$ cat src/rtl/regfile_wr_arbiter.sv
// Three-requester register-file write arbiter with a full-file clear sequencer (x1..x31 <- 0).
// Define REGFILE_ARB_RR_EN for round-robin arbitration; otherwise fixed priority req0 > req1 > req2.
module regfile_wr_arbiter #(
  parameter int N = 32
) (
  input  logic         clk,
  input  logic         rst,
  input  logic         req0_valid,
  input  logic [4:0]   req0_addr,
  input  logic [N-1:0] req0_data,
  output logic         req0_ready,
  input  logic         req1_valid,
  input  logic [4:0]   req1_addr,
  input  logic [N-1:0] req1_data,
  output logic         req1_ready,
  input  logic         req2_valid,
  input  logic [4:0]   req2_addr,
  input  logic [N-1:0] req2_data,
  output logic         req2_ready,
  input  logic         clr_start,
  output logic         w_en,
  output logic [4:0]   w_addr,
  output logic [N-1:0] w_data,
  output logic         busy,
  output logic         clr_done
);

  typedef enum logic [0:0] {S_IDLE = 1'b0, S_CLEAR = 1'b1} state_t;

  state_t       state_q, state_d;
  logic [4:0]   cnt_q, cnt_d;
  logic         w_en_q, w_en_d;
  logic [4:0]   w_addr_q, w_addr_d;
  logic [N-1:0] w_data_q, w_data_d;
  logic         busy_q, busy_d;
  logic         clr_done_q, clr_done_d;

  logic [2:0]   vld_s, gnt_s, rdy_s;
  logic [4:0]   sel_addr_s;
  logic [N-1:0] sel_data_s;
  logic [1:0]   sel_idx_s;

  assign vld_s = {req2_valid, req1_valid, req0_valid};

`ifdef REGFILE_ARB_RR_EN
  logic [1:0] ptr_q, ptr_d;

  // Round-robin pick: search begins one past the last granted requester.
  always_comb begin
    gnt_s = 3'b000;
    case (ptr_q)
      2'd0: begin
        if (vld_s[1])      gnt_s = 3'b010;
        else if (vld_s[2]) gnt_s = 3'b100;
        else if (vld_s[0]) gnt_s = 3'b001;
        else               gnt_s = 3'b000;
      end
      2'd1: begin
        if (vld_s[2])      gnt_s = 3'b100;
        else if (vld_s[0]) gnt_s = 3'b001;
        else if (vld_s[1]) gnt_s = 3'b010;
        else               gnt_s = 3'b000;
      end
      default: begin
        if (vld_s[0])      gnt_s = 3'b001;
        else if (vld_s[1]) gnt_s = 3'b010;
        else if (vld_s[2]) gnt_s = 3'b100;
        else               gnt_s = 3'b000;
      end
    endcase
  end
`else
  // Fixed-priority pick, req0 highest.
  always_comb begin
    gnt_s = 3'b000;
    if (vld_s[0])      gnt_s = 3'b001;
    else if (vld_s[1]) gnt_s = 3'b010;
    else if (vld_s[2]) gnt_s = 3'b100;
    else               gnt_s = 3'b000;
  end
`endif

  // Grants are only visible while idle; mux the winner's address and data.
  always_comb begin
    rdy_s      = (state_q == S_IDLE) ? gnt_s : 3'b000;
    sel_addr_s = 5'd0;
    sel_data_s = {N{1'b0}};
    sel_idx_s  = 2'd0;
    case (rdy_s)
      3'b001: begin sel_addr_s = req0_addr; sel_data_s = req0_data; sel_idx_s = 2'd0; end
      3'b010: begin sel_addr_s = req1_addr; sel_data_s = req1_data; sel_idx_s = 2'd1; end
      3'b100: begin sel_addr_s = req2_addr; sel_data_s = req2_data; sel_idx_s = 2'd2; end
      default: begin sel_addr_s = 5'd0; sel_data_s = {N{1'b0}}; sel_idx_s = 2'd0; end
    endcase
  end

  assign req0_ready = rdy_s[0];
  assign req1_ready = rdy_s[1];
  assign req2_ready = rdy_s[2];

  // Next-state and next-output logic for the IDLE/CLEAR controller.
  always_comb begin
    state_d    = state_q;
    cnt_d      = cnt_q;
    w_en_d     = 1'b0;
    w_addr_d   = w_addr_q;
    w_data_d   = w_data_q;
    clr_done_d = 1'b0;
    case (state_q)
      S_IDLE: begin
        // A granted write to x0 is accepted but never reaches the file.
        if ((|rdy_s) && (sel_addr_s != 5'd0)) begin
          w_en_d   = 1'b1;
          w_addr_d = sel_addr_s;
          w_data_d = sel_data_s;
        end else begin
          w_en_d = 1'b0;
        end
        if (clr_start) begin
          state_d = S_CLEAR;
          cnt_d   = 5'd1;
        end else begin
          state_d = S_IDLE;
        end
      end
      S_CLEAR: begin
        w_en_d   = 1'b1;
        w_addr_d = cnt_q;
        w_data_d = {N{1'b0}};
        if (cnt_q == 5'd31) begin
          state_d    = S_IDLE;
          cnt_d      = 5'd1;
          clr_done_d = 1'b1;
        end else begin
          state_d = S_CLEAR;
          cnt_d   = cnt_q + 5'd1;
        end
      end
      default: begin
        state_d = S_IDLE;
        cnt_d   = 5'd1;
      end
    endcase
    busy_d = (state_d == S_CLEAR);
  end

`ifdef REGFILE_ARB_RR_EN
  // Pointer remembers the last requester that actually transferred.
  always_comb begin
    if (|rdy_s) ptr_d = sel_idx_s;
    else        ptr_d = ptr_q;
  end

  // Round-robin pointer register.
  always_ff @(posedge clk or negedge rst) begin
    if (!rst) ptr_q <= 2'd2;
    else      ptr_q <= ptr_d;
  end
`endif

  // Controller and write-port registers.
  always_ff @(posedge clk or negedge rst) begin
    if (!rst) begin
      state_q    <= S_IDLE;
      cnt_q      <= 5'd1;
      w_en_q     <= 1'b0;
      w_addr_q   <= 5'd0;
      w_data_q   <= {N{1'b0}};
      busy_q     <= 1'b0;
      clr_done_q <= 1'b0;
    end else begin
      state_q    <= state_d;
      cnt_q      <= cnt_d;
      w_en_q     <= w_en_d;
      w_addr_q   <= w_addr_d;
      w_data_q   <= w_data_d;
      busy_q     <= busy_d;
      clr_done_q <= clr_done_d;
    end
  end

  assign w_en     = w_en_q;
  assign w_addr   = w_addr_q;
  assign w_data   = w_data_q;
  assign busy     = busy_q;
  assign clr_done = clr_done_q;

endmodule

$ cat config.mk
export PLATFORM = sky130hd
export DESIGN_NAME = regfile_wr_arbiter
export DESIGN_NICKNAME = d
export VERILOG_FILES = /design/src/rtl/regfile_wr_arbiter.sv
export SDC_FILE = /design/constraint.sdc
export NUM_CORES = 1
export LEC_CHECK = 0
export ABC_AREA = 1
export CORE_ASPECT_RATIO = 1.75
export CORE_MARGIN = 4
export CORE_UTILIZATION = 35
export CTS_BUF_LIST = sky130_fd_sc_hd__clkbuf_8
export DETAILED_ROUTE_END_ITERATION = 7
export PLACE_DENSITY = 0.79
export SETUP_SLACK_MARGIN = 0.05
export SLEW_MARGIN = 20
export SYNTH_ARGS = -nofsm -noshare
export SYNTH_HDL_FRONTEND = slang
export SYNTH_SLANG_ARGS = --single-unit
$ cat constraint.sdc
create_clock -name clk -period 4.4 [get_ports clk]
set_input_delay 1.32 -clock clk [delete_from_list [all_inputs] [get_ports clk]]
set_output_delay 1.32 -clock clk [all_outputs]
set_load 0.02 [all_outputs]
==> results of run 1 <==
## final cells by class
type                       instances  area (µm²)  share of cell area, %
clock buffer                       5        68.8                   1.60
clock inverter                     3        18.8                  0.435
inverter                          12        45.0                   1.04
tap                               86         108                   2.49
sequential                        45        1130                   26.1
timing repair buffer             166        1640                   38.1
multi-input combinational        275        1310                   30.2
## where the power goes
group	internal, mW	switching [mW]	total [mW]	leakage (nW)
sequential	0.480	0.0500	0.530	0.595
clock	0.110	0.140	0.249	0.0416
combinational	0.271	0.367	0.638	1.40
total	0.861	0.557	1.42	2.04
## routing by layer
| layer | share of wire (%) | vias up | GRT usage (%) |
|---|---|---|---|
| met5 | 0 | - | 0 |
| met4 | 3.6 | 0 | 8.96 |
| met3 | 7.0 | 19 | 4.26 |
| met2 | 55 | 122 | 37.3 |
| met1 | 34 | 1338 | 19.6 |
| li1 | - | 1488 | - |
## cells by family after synthesis
group / synth area share, %
AO/OA/AOI/OAI: 7.43
buffers and inverters: 7.57
flip-flops: 42.9
AND/OR/NAND/NOR: 41.1
adder cells (fa/ha/maj): 0.953
## worst max-delay path, delay by kind of cell
| kind | cells | cell delay (ps) |
|---|---|---|
| buf+inv | 4 | 1230 |
| simple gates | 2 | 330 |
## layout by cell type, fill, tap and decap left out
cell             count
a211oi_1             1
a21oi_1              3
a22o_1               1
a22oi_1             18
buf_4                8
clkbuf_8             5
clkdlybuf4s50_1    158
clkinvlp_4           2
dfrtp_1             44
dfstp_2              1
ha_1                 2
inv_1               10
inv_2                3
nand2_1            165
nand2_2              4
nand3_1             23
nand3_2              1
nand4_1             37
nor2_1              10
nor2_2               2
nor2_4               3
o21a_1               1
o21ai_0              3
o22ai_1              1
## state kept, by name (all words and copies together), names as in the netlist
register,count
w_addr,5
cnt_q,5
w_data,32
clr_done,1
w_en,1
busy,1
## path summary, 6_finish.rpt
check / start / to / slack (ps) / cells past startpoint
worst max-delay path: req2_valid / req2_ready / 190 / 6
worst min-delay path: cnt_q[3]$_DFFE_PN0P_ / w_addr[3]$_DFFE_PN0P_ / 520 / 2
worst max register to register: busy$_DFF_PN0_ / w_data[26]$_DFFE_PN0P_ / 1660 / 10
worst min register to register: cnt_q[3]$_DFFE_PN0P_ / w_addr[3]$_DFFE_PN0P_ / 520 / 2
max in group asynchronous: rst / w_data[27]$_DFFE_PN0P_ / 2980 / 1
min in group asynchronous: rst / cnt_q[4]$_DFFE_PN0P_ / 1030 / 1
## metrics by stage
stage                     instance area (µm²)  total power, mW  hold WS (ps)  util, %  cells
final                                    4310             1.42           516     59.2    592
after global routing                     4310             1.53           563     59.2    592
after CTS                                4310             1.44           520     59.2    592
after detailed placement                 4220             1.18           496     58.0    584
after global placement                   4220             1.16           475     58.0    584
after floorplan                          2630            0.924           461        -    358
==> metrics.yaml, run 1 <==
outcome: "finished clean"
leakagePower_nw: 2.04
drc: 0
setup_violations: 0
yosysTopAreaCell: "dfrtp_1"
critPathSlowestCell: "clkdlybuf4s50_1"
cts_buffer_depth: 2
portBuffers: 159
seq_area_frac_synth_pct: 42.9
path_max_fanout: 5
routed_via_density: 5.01
min_period_over_period_pct: 95.6
path_common_cell: "clkdlybuf4s50_1"
hold_class: "reg -> reg"
cts-hold-fix-buffers: 0
cts_resized: 0
dr.pass1.iters: 4
final_nets: 624
ys_warn_count: 0
fin_crit_ps: 4210
grt_pass1_wl_mm: 13.8
grt-ovfl-total: 0
routed_wl_mm: 8.93
synthArstFlopShare_pct: 100
via_count: 2967
relSlewSlack_pct: 59.4
crit_chain: "clkdlybuf4s50_1 > inv_1 > nor2_1 > nand2_1 > inv_2 > clkdlybuf4s50_1"
cap_violations: 0
critical_path.max_stage_delay_ps: 620
syn_inst: 358
endpoint_kind: "primary output"
rows: 41
coreArea_um2: 7280
fin_ws_ps: 194
synth_top_area_share_pct: 41.9
drive_above_1_share_pct: 5.73
drt_iter0_markers: 142
fp.dieW_um: 73.5
dieArea_um2: 9010
cts_sinks: 45
ys.flop_type: "dfrtp_1"
synthDistinctLibCells: 24
start_kind: "primary input"
cts_buffers: 5
cts_setup_buffers: 0
gp_congestion: 0.811
n_antenna_cell: 0
hpwl_mm: 6.90
max_freq_mhz: 238
io_pins: 160
powerDensity_nw_per_um2: 329
grt_usage_pct: 19.7
dieHeight_um: 123
synth.most_common_cell: "nand2_1"
antenna_found_initial: 0
clock_skew_ps: 9.81
h-tree-depth: 2
clk_pin_slew_ps: 80
setup.worst_path.class: "in -> out"
grt_pass1_vias: 2950
syn_nets: 477
cts_root_buf: "clkbuf_8"
cts_tree: "yes"
final.fill_count: 682
synth_edf_count: 0
grt_setup_unrepaired: "no"
tns_ps: 0
drv_slew: 0
final_hold_viol_count: 0
crit_required_ps: 3080
worst_slew_pin_slew_ps: 606
ant_nets: 0
netlist_area_um2: 2630
area_delta_synth_final_pct: 64.3
post_drt_wl_per_cell_um: 15.1
synth_area_leaders: "dfrtp_1 42%, nand2_1 24%, nand4_1 8.8%, a22oi_1 5.1%, nand3_1 4.4%"
ir_drop_mv: 0.199
place_ws_ps: 190
start_util_pct: 36.1
grt_max_degree: 46
arrival_ps: 2890
synth-seq-cells: 45
yosys-top-cells-count: "165 x nand2_1, 44 x dfrtp_1, 37 x nand4_1, 23 x nand3_1, 18 x a22oi_1"
avgSynthCellArea_um2: 7.34
clk_latency_ps: 300
No activity file was read; power rests on OpenSTA's default activity.
==> inputs of run 2 (changes only) <==
--- a/config.mk
+++ b/config.mk
@@ -5,14 +5,15 @@
 export SDC_FILE = /design/constraint.sdc
 export NUM_CORES = 1
 export LEC_CHECK = 0
-export ABC_AREA = 1
 export CORE_ASPECT_RATIO = 1.75
 export CORE_MARGIN = 4
 export CORE_UTILIZATION = 35
 export CTS_BUF_LIST = sky130_fd_sc_hd__clkbuf_8
 export DETAILED_ROUTE_END_ITERATION = 7
-export PLACE_DENSITY = 0.79
+export PLACE_DENSITY = 0.82
+export REMOVE_ABC_BUFFERS = 1
 export SETUP_SLACK_MARGIN = 0.05
+export SKIP_CTS_REPAIR_TIMING = 1
 export SLEW_MARGIN = 20
 export SYNTH_ARGS = -nofsm -noshare
 export SYNTH_HDL_FRONTEND = slang
==> run 2 against run 1 <==
Clock power grew 19%. Cell count shrank 23%. Clock skew is essentially flat. Synthesized area shrank 7.4%. First-iteration DRC count grew 38%. Flip-flop and latch count is the same. Worst setup slack gained 10 ps. Global-route usage grew 0.62 points. Synthesized cell count shrank 38%. Critical path type unchanged. Largest power group unchanged. Highest routed layer unchanged.
==> metrics.yaml, run 2 <==
outcome: "finished clean"  # unchanged
layout_commonest_cell: "clkdlybuf4s50_1"  # was nand2_1
final_hold_viol_count: 0  # unchanged
final_nets: 492  # was 624
synth_top_area_share_pct: 45.3  # was 41.9%
drive_above_1_share_pct: 5.90  # was 5.73%
relSlewSlack_pct: 47.5  # was 59.4%
dp.cells: 450  # was 584
start_kind: "primary input"  # unchanged
area_delta_synth_final_pct: 70.8  # was 64.3%
endpoint_kind: "primary output"  # unchanged
cts_buffer_depth: 2  # unchanged
crit_chain: "clkdlybuf4s50_1 > nor4b_4 > clkdlybuf4s50_1"  # was clkdlybuf4s50_1 > inv_1 > nor2_1 > nand2_1 > inv_2 > clkdlybuf4s50_1
cts_sinks: 45  # unchanged
hpwl_mm: 6.54  # was 6.90 mm
max_freq_mhz: 238  # about the same
setup_violations: 0  # unchanged
via_count: 2512  # was 2967
final.fill_count: 618  # was 682
seq_area_frac_synth_pct: 46.4  # was 42.9%
min_period_over_period_pct: 95.4  # was 95.6%
fin_ws_ps: 204  # was 194 ps
critPathSlowestCell: "clkdlybuf4s50_1"  # unchanged
antenna_found_initial: 0  # unchanged
dr.pass1.iters: 8  # was 4
hold_ws_ps: 533  # was 516 ps
clk_pin_slew_ps: 80  # about the same
path_delay_family: "buffers and inverters"  # unchanged
multi_input_area_um2: 1170  # was 1310 µm²
gp_congestion: 0.800  # was 0.811
io_pins: 160  # unchanged
final_util_pct: 61.0  # was 59.2%
synth_area_leaders: "dfrtp_1 45%, a222oi_1 13%, mux2i_1 13%, nand2_1 6.2%, buf_6 2.3%"  # was dfrtp_1 42%, nand2_1 24%, nand4_1 8.8%, a22oi_1 5.1%, nand3_1 4.4%
avgSynthCellArea_um2: 11.0  # was 7.34 µm²
seqCellArea_um2: 1130  # unchanged
powerDensity_nw_per_um2: 348  # was 329 nW/µm²
path_common_cell: "clkdlybuf4s50_1"  # unchanged
coreArea_um2: 6810  # was 7280 µm²
hold_class: "reg -> reg"  # unchanged
arrival_ps: 2880  # was 2890 ps
tns_ps: 0  # unchanged
grt_setup_unrepaired: "no"  # unchanged
layout_common_cells: "158 x clkdlybuf4s50_1, 44 x dfrtp_1, 40 x nand2_1"  # was 165 x nand2_1, 158 x clkdlybuf4s50_1, 44 x dfrtp_1
netlist_area_um2: 2430  # was 2630 µm²
worst_slew_pin_slew_ps: 788  # was 606 ps
ant_nets: 0  # unchanged
grt_max_degree: 46  # unchanged
drc: 0  # unchanged
dieArea_um2: 8400  # was 9010 µm²
path_max_fanout: 8  # was 5
synth-seq-cells: 45  # unchanged
largest_reg_flops: 32  # unchanged
post_drt_wl_per_cell_um: 18.8  # was 15.1 µm
ys.flop_type: "dfrtp_1"  # unchanged
critical_path.max_stage_delay_ps: 660  # was 620 ps
setup.worst_path.class: "in -> out"  # unchanged
ys_warn_count: 0  # unchanged
cts_buffers: 5  # unchanged
fin_cells: 457  # was 592
grt_pass1_wl_mm: 13.6  # was 13.8 mm
synthArstFlopShare_pct: 100  # unchanged
fp.dieW_um: 71  # was 73.5 µm
leakagePower_nw: 1.68  # was 2.04 nW
cts_tree: "yes"  # unchanged
grt_pass1_vias: 2699  # was 2950
grt_usage_pct: 20.3  # was 19.7%
yosys-top-cells-count: "44 x dfrtp_1, 40 x nand2_1, 32 x a222oi_1, 32 x mux2i_1, 13 x clkbuf_1"  # was 165 x nand2_1, 44 x dfrtp_1, 37 x nand4_1, 23 x nand3_1, 18 x a22oi_1
grt-ovfl-total: 0  # unchanged
clk_latency_ps: 290  # was 300 ps
dieHeight_um: 118  # was 123 µm
ir_drop_mv: 0.217  # was 0.199 mV
rows: 40  # was 41
crit_required_ps: 3080  # about the same
place_ws_ps: 187  # was 190 ps
yosysTopAreaCell: "dfrtp_1"  # unchanged
drv_slew: 0  # unchanged
drt_iter0_markers: 196  # was 142
syn_inst: 222  # was 358
start_util_pct: 35.7  # was 36.1%
routed_via_density: 5.50  # was 5.01
clock_skew_ps: 9.92  # was 9.81 ps
portBuffers: 159  # unchanged
cap_violations: 0  # unchanged
routed_wl_mm: 8.61  # was 8.93 mm
synth_edf_count: 0  # unchanged
n_antenna_cell: 0  # unchanged
synth.most_common_cell: "dfrtp_1"  # was nand2_1
path_buf_inv: 2  # was 4
synthDistinctLibCells: 37  # was 24
cts_root_buf: "clkbuf_8"  # unchanged
h-tree-depth: 2  # unchanged
fin_crit_ps: 4200  # was 4210 ps
## run 2: changes by cell type after synthesis, sizes merged, moves of 18 or more
| cell | before | now |
|---|---|---|
| nand2 | 169 | 40 |
| nand4 | 37 | 1 |
| a222oi | 0 | 32 |
| mux2i | 0 | 32 |
| nand3 | 24 | 3 |
| a22oi | 18 | 0 |
## run 2: where the power goes
group	internal, mW	leakage (nW)	switching [mW]
Combinational	0.305	1.03	0.278
Sequential	0.499	0.600	0.0670
Clock	0.165	0.0540	0.131
## run 2: kinds of logic after synthesis
| kind of cell | after synthesis | share of synthesized area (%) |
|---|---|---|
| flops | 45 | 46.4 |
| simple gates | 63 | 14.6 |
| fa+ha+maj | 2 | 1.03 |
| buf+inv | 25 | 5.46 |
| mux | 32 | 13.2 |
| compound gates | 55 | 19.4 |
## run 2: tightest hold or removal path, cell delays in order (launching register included)
cell and delay (ps):
dfrtp_1 390, inv_1 50, o21ai_1 60
## run 2: cell type report
cell class	count	share of cell area [%]
tap	84	2.53
timing repair buffer	164	39.2
clock buffer	5	1.66
sequential	45	27.1
inverter	5	0.452
clock inverter	2	0.844
multi-input combinational	152	28.2
## run 2: worst paths after layout
kind                                        from                endpoint  slack (ps)  cells after the start
max                                   req1_valid              req2_ready         200                      3
min                        w_addr[2]$_DFFE_PN0P_   w_addr[2]$_DFFE_PN0P_         530                      2
max reg2reg                       busy$_DFF_PN0_  w_data[30]$_DFFE_PN0P_        1580                      6
min reg2reg                w_addr[2]$_DFFE_PN0P_   w_addr[2]$_DFFE_PN0P_         530                      2
max in group asynchronous                    rst  w_data[12]$_DFFE_PN0P_        2990                      1
min in group asynchronous                    rst   w_data[2]$_DFFE_PN0P_        1010                      1
## run 2: per-stage QoR
stage	total power, mW	cell area (µm²)
floorplan	0.836	2320
global placement	1.14	4050
detailed placement	1.16	4050
CTS	1.46	4150
global route	1.53	4150
finish	1.45	4150
## run 2: routing by layer
layer / share of wire [%] / global-route usage (%) / up-vias / wire, µm
li1: - / - / 1164 / -
met4: 4.0 / 8.82 / 0 / 340
met1: 35 / 21.2 / 1207 / 2990
met5: 0 / 0 / - / 0
met2: 55 / 38.1 / 124 / 4750
met3: 6.1 / 3.83 / 17 / 525
